`config.mk`:
```
export PLATFORM = sky130hd
export DESIGN_NAME = cook_cycle_sequencer
export DESIGN_NICKNAME = d
export VERILOG_FILES = /design/src/rtl/cook_cycle_sequencer.sv
export SDC_FILE = /design/constraint.sdc
export NUM_CORES = 1
export LEC_CHECK = 0
export CELL_PAD_IN_SITES_DETAIL_PLACEMENT = 1
export CELL_PAD_IN_SITES_GLOBAL_PLACEMENT = 1
export CORE_MARGIN = 4
export CORE_UTILIZATION = 34
export CTS_CLUSTER_SIZE = 20
export DETAILED_ROUTE_END_ITERATION = 10
export PLACE_DENSITY = 0.82
export SYNTH_ARGS = -nofsm -noshare
export SYNTH_HDL_FRONTEND = slang
export SYNTH_SLANG_ARGS = --single-unit
```
`constraint.sdc`:
```
create_clock -name clk -period 1.75 [get_ports clk]
set_input_delay 0.35 -clock clk [delete_from_list [all_inputs] [get_ports clk]]
set_output_delay 0.35 -clock clk [all_outputs]
set_load 0.03 [all_outputs]
```
`src/rtl/cook_cycle_sequencer.sv`:
```
// Microwave cook-cycle sequencer: BCD mm:ss countdown from a clock prescaler,
// button/door handling and power-level duty cycling of the magnetron enable.
module cook_cycle_sequencer #(
  parameter int TICKS_PER_SEC = 100,
  parameter int POWER_PERIOD  = 10
) (
  input  logic        clk,
  input  logic        rst,
  input  logic        startn,
  input  logic        stopn,
  input  logic        clearn,
  input  logic        door_closed,
  input  logic        time_load,
  input  logic [15:0] time_in,
  input  logic [3:0]  power_in,
  output logic        mag_on,
  output logic        timer_done,
  output logic [15:0] time_left,
  output logic [2:0]  state
);

  localparam int PW = (TICKS_PER_SEC > 1) ? $clog2(TICKS_PER_SEC) : 1;
  localparam int SW = (POWER_PERIOD > 1) ? $clog2(POWER_PERIOD) : 1;

  typedef enum logic [2:0] {
    ST_IDLE  = 3'd0,
    ST_READY = 3'd1,
    ST_COOK  = 3'd2,
    ST_PAUSE = 3'd3,
    ST_DONE  = 3'd4
  } state_t;

  state_t         state_reg;
  logic [15:0]    time_reg;
  logic [3:0]     power_reg;
  logic [PW-1:0]  presc_reg;
  logic [SW-1:0]  slot_reg;
  logic           timer_done_reg;
  logic           startn_q;
  logic           stopn_q;
  logic           door_q;

  logic           start_ev;
  logic           stop_ev;
  logic           door_fall;
  logic           tick;
  logic [3:0]     digit_ok;
  logic           time_valid;
  logic [15:0]    load_time;
  logic [3:0]     load_power;
  state_t         load_state;
  logic [15:0]    time_dec;
  logic [SW-1:0]  slot_inc;

  assign start_ev  = startn_q & ~startn;
  assign stop_ev   = stopn_q & ~stopn;
  assign door_fall = door_q & ~door_closed;
  assign tick      = (presc_reg == PW'(TICKS_PER_SEC - 1));

  for (genvar gi = 0; gi < 4; gi++) begin : g_digit
    assign digit_ok[gi] = (time_in[4*gi +: 4] <= 4'd9);
  end

  assign time_valid = (&digit_ok) & (time_in[7:4] <= 4'd5);
  assign load_time  = time_valid ? time_in : time_reg;
  assign load_power = ((power_in == 4'd0) || (power_in > 4'd10)) ? 4'd10 : power_in;
  assign load_state = (load_time != 16'h0000) ? ST_READY : ST_IDLE;
  assign slot_inc   = (slot_reg == SW'(POWER_PERIOD - 1)) ? '0 : slot_reg + 1'b1;

  // BCD borrow chain; only evaluated while counting, so time_reg is never 00:00 here.
  always_comb begin
    time_dec = time_reg;
    if (time_reg[3:0] != 4'd0) begin
      time_dec[3:0] = time_reg[3:0] - 4'd1;
    end else begin
      time_dec[3:0] = 4'd9;
      if (time_reg[7:4] != 4'd0) begin
        time_dec[7:4] = time_reg[7:4] - 4'd1;
      end else begin
        time_dec[7:4] = 4'd5;
        if (time_reg[11:8] != 4'd0) begin
          time_dec[11:8] = time_reg[11:8] - 4'd1;
        end else begin
          time_dec[11:8]  = 4'd9;
          time_dec[15:12] = time_reg[15:12] - 4'd1;
        end
      end
    end
  end

  always_ff @(posedge clk) begin
    if (rst) begin
      state_reg      <= ST_IDLE;
      time_reg       <= 16'h0000;
      power_reg      <= 4'd10;
      presc_reg      <= '0;
      slot_reg       <= '0;
      timer_done_reg <= 1'b0;
      startn_q       <= 1'b1;
      stopn_q        <= 1'b1;
      door_q         <= 1'b0;
    end else begin
      startn_q       <= startn;
      stopn_q        <= stopn;
      door_q         <= door_closed;
      timer_done_reg <= 1'b0;
      if (!clearn) begin
        state_reg <= ST_IDLE;
        time_reg  <= 16'h0000;
        power_reg <= 4'd10;
        presc_reg <= '0;
        slot_reg  <= '0;
      end else begin
        case (state_reg)
          ST_IDLE: begin
            if (time_load) begin
              time_reg  <= load_time;
              power_reg <= load_power;
              state_reg <= load_state;
            end
          end
          ST_READY: begin
            if (stop_ev) begin
              state_reg <= ST_IDLE;
              time_reg  <= 16'h0000;
            end else if (start_ev && door_closed) begin
              state_reg <= ST_COOK;
              presc_reg <= '0;
              slot_reg  <= '0;
            end else if (time_load) begin
              time_reg  <= load_time;
              power_reg <= load_power;
              state_reg <= load_state;
            end
          end
          ST_COOK: begin
            if (!door_closed || stop_ev) begin
              state_reg <= ST_PAUSE;
            end else if (tick) begin
              presc_reg <= '0;
              slot_reg  <= slot_inc;
              time_reg  <= time_dec;
              if (time_dec == 16'h0000) begin
                state_reg      <= ST_DONE;
                timer_done_reg <= 1'b1;
              end
            end else begin
              presc_reg <= presc_reg + 1'b1;
            end
          end
          ST_PAUSE: begin
            if (stop_ev) begin
              state_reg <= ST_IDLE;
              time_reg  <= 16'h0000;
            end else if (start_ev && door_closed) begin
              state_reg <= ST_COOK;
              presc_reg <= '0;
              slot_reg  <= '0;
            end
          end
          ST_DONE: begin
            time_reg <= 16'h0000;
            if (stop_ev || start_ev || door_fall) begin
              state_reg <= ST_IDLE;
            end
          end
          default: begin
            state_reg <= ST_IDLE;
          end
        endcase
      end
    end
  end

  // Door term is taken straight from the pin so opening the door cuts power immediately.
  assign mag_on     = (state_reg == ST_COOK) & door_closed & (32'(slot_reg) < 32'(power_reg));
  assign timer_done = timer_done_reg;
  assign time_left  = time_reg;
  assign state      = state_reg;

endmodule

```
==> parameters.txt, run 1 <==
Parameter                              Value

Status
  Outcome    complete, but fails checks
  Violated checks    negative setup slack

Synthesis
  Yosys warns    0
  Flip-flop and latch count after synthesis    38
  Mean cell area of the mapped netlist    between 7 and 8 um^2
  Fraction of the yosys area taken by sequential cells    between 30% and 40%
  Top flip-flop cell by instance count after synthesis    sky130_fd_sc_hd__dfxtp_1
  Count of different cell masters after synthesis    58
  Syn_nets    351
  Synth Instances    ~320
  Cell area after synthesis    2450 um^2
  Number of enable-type register cells in the synthesized netlist    0
  Fraction of registers with async set/reset    0%

Drt
  Violation count after the first detailed-route iteration    176
  Pre-antenna DRT Iters    6
  Count of vias placed by the detailed router    3288
  Top layer used by detailed routing    met4
  DR vias/cell    slightly above 6
  Met1 WL    4810 um
  Count of nets left with antenna violations after detail routing    0
  Number of design rule violations left after detail routing    0
  DR WL met3    700 um
  Met2 wirelength from detailed routing    6620 um
  Wire length per cell    between 20 and 25 um
  Wirelength, routed    roughly 13000 um

Clock network
  Clock tree buffer depth    2
  Inserted Clock Buffers    5
  Clock Tree Root    sky130_fd_sc_hd__clkbuf_8
  H-tree depth reported by CTS    2
  Sink Count    38
  CTS clk-pin slew, worst paths    0.09 ns
  Worst-Skew Late Latency    ~0.31 ns
  Clock tree from TritonCTS    yes
  CTS Hold Bufs    0

STA
  Final critical-path required period    ~2 ns
  Worst setup margin    -0.226 ns
  Worst max-slew margin expressed relative to the limit    between 60% and 70%
  Hold WS    0.380 ns
  Tightest Pin Transition    around 0.58 ns
  Final count of hold timing violations    0
  Maximum clock rate    a little over 500 MHz
  Final slew viol count    0
  Setup repair after global routing missed its margin    true
  Final Skew    between 0.01 and 0.015 ns
  Total Negative Setup Slacks    -3.23 ns
  Tcrit/Tclk final    113%
  Count of endpoints failing setup in the final report    22

Floorplanning
  Die Span X    92.8 um
  Top Ports    48
  Floorplan die area    around 8600 um^2
  Die Y-Extent    just over 90 um
  Core ar.    6910 um^2
  Site row count    30
  Starting density of the core    around 35%

Cells and area
  Most frequent cells in the layout    69 x sky130_fd_sc_hd__buf_4, 27 x sky130_fd_sc_hd__dfxtp_1, 24 x sky130_fd_sc_hd__clkdlybuf4s50_1
  Layout Utilization    61.5%
  Share of cells above drive strength 1    around two fifths
  Final standard cell area without fillers    around 4300 um^2
  Flip-flop count of the largest register, all copies and words added    16
  Non-filler cells, final    534
  Area growth from synthesis to layout    73.8%
  Count of inserted antenna diode cells    0
  Total Nets Final    471
  Fillers    839
  Most common cell after layout, fill and taps aside    sky130_fd_sc_hd__buf_4

GRT
  Overflow after GRT    0
  Total track usage    a little under a quarter
  Wire length of the first global-routing pass    15800 um
  Antenna violations before repair    0
  Number of global-route vias before repair    between 3k and 4k
  Largest net degree at the start of global routing    15

Power
  Leak pwr    1.65 nW
  Worst VDD drop    between 200 and 300 uV
  P per Cell Area    ~460 nW/um^2
  Overall power of the completed layout    1.95 mW

Flow run
  Number of max-cap violations    0

Place
  Area post-placement    ~3500 um^2
  Placement-stage worst setup slack    -0.561 ns
  Port Buffers    47
  Final GP Congestion    ~0.85
  HPWL after detailed placement    just over 7000 um
  Number of placed instances, taps included    between 500 and 600

Min path
  Path class of the lowest-slack min-delay path    in2reg

Worst setup path
  WP data required    1.98 ns
  Kind of start point of the critical path    flop
  Worst Setup Path Type    reg2reg
  Kind of end point of the critical path    flop
  Highest fanout seen on the critical path    6
  Critical path arrival    roughly 2.2 ns
[layer usage]
metal  up-vias  global-route usage [%]
met5         -                       0
met4         0                    8.79
met3        47                    3.57
met2       154                    42.9
met1      1627                    25.3
li1       1460                       -
[critical path, stage by stage (launching register included)]
cell and delay (ns):
sky130_fd_sc_hd__dfxtp_2 0.36, sky130_fd_sc_hd__ha_4 0.13, sky130_fd_sc_hd__nor2b_4 0.20, sky130_fd_sc_hd__nand4_4 0.18, sky130_fd_sc_hd__o211ai_1 0.40, sky130_fd_sc_hd__buf_4 0.22
sky130_fd_sc_hd__nand4_1 0.17, sky130_fd_sc_hd__a41oi_2 0.23
[final timing paths]
check        slack (ns)    startpoint  cells past startpoint            to
max               -0.23  presc_reg[1]                      7  time_left[4]
min                0.38   door_closed                      2        door_q
max reg2reg       -0.23  presc_reg[1]                      7  time_left[4]
min reg2reg        0.47  power_reg[0]                      2  power_reg[0]
[area by class of cell]
class                      instances  area (um^2)  area share [%]
timing repair buffer             131         1150            27.0
multi-input combinational        249         2060            48.5
sequential                        38          782            18.4
inverter                          12         45.0            1.06
clock buffer                       7         86.3            2.03
clock inverter                     1         5.00           0.118
tap                               96          120            2.83
[power breakdown]
group	leakage (nW)	internal [mW]	switching [mW]
registers	0.313	0.871	0.0135
clock network	0.0482	0.319	0.357
logic	1.29	0.183	0.210
total	1.65	1.37	0.580
[cells by family (layout without fill, tap and decap cells)]
family | Yosys count | count (layout) | share of synthesized area, %
buf+inv | 30 | 151 | 5.06
xor+xnor | 2 | 2 | 0.716
simple gates | 139 | 139 | 32.0
fa+ha+maj | 7 | 7 | 3.58
flops | 38 | 38 | 31.1
compound gates | 99 | 99 | 26.6
mux | 2 | 2 | 0.870
[timing repair]
| action | in CTS | in global routing |
|---|---|---|
| resized for setup | 56 | 91 |
| setup endpoints to repair | 50 | 32 |
| pin swaps | 9 | 49 |
| cloned | 0 | 2 |
| buffers inserted | 3 | 13 |
[cell usage after synthesis (all sizes together) (2+ instances only)]
cell type   n  area share [%]
nand3b      5             1.5
dfxtp      38              31
o211ai      7             2.1
o21a        2            0.61
or2         4             1.0
o31ai      13             4.0
a211o       2            0.77
nor3       22             4.7
a21boi      2            0.61
nor2       21             3.2
a31oi      11             2.8
buf         8             1.7
or3b        2            0.72
nand4      14             3.8
a22oi       2            0.61
nand3       9             1.8
ha          7             3.6
o21ai      20             4.1
or4         2            0.61
clkbuf     10             1.5
a21oi      24             4.9
inv        12             1.8
nand2b      4             1.0
and4        3             1.1
and3        5             1.3
o32ai       3             1.1
a32oi       2            0.72
xnor2       2            0.72
nand2      19             2.9
nor2b       7             1.8
nor3b       2            0.61
nor4        8             2.0
a211oi      2            0.61
or3         4             1.0
nand4b      3             1.1
Power figures use the tool's default switching activity.
==> inputs of run 2 (changes only) <==
Settings changed: GPL_ROUTABILITY_DRIVEN set to 1.
==> results of run 2 <==
No change in the layout: final DEF, timing and power equal those of run 1.
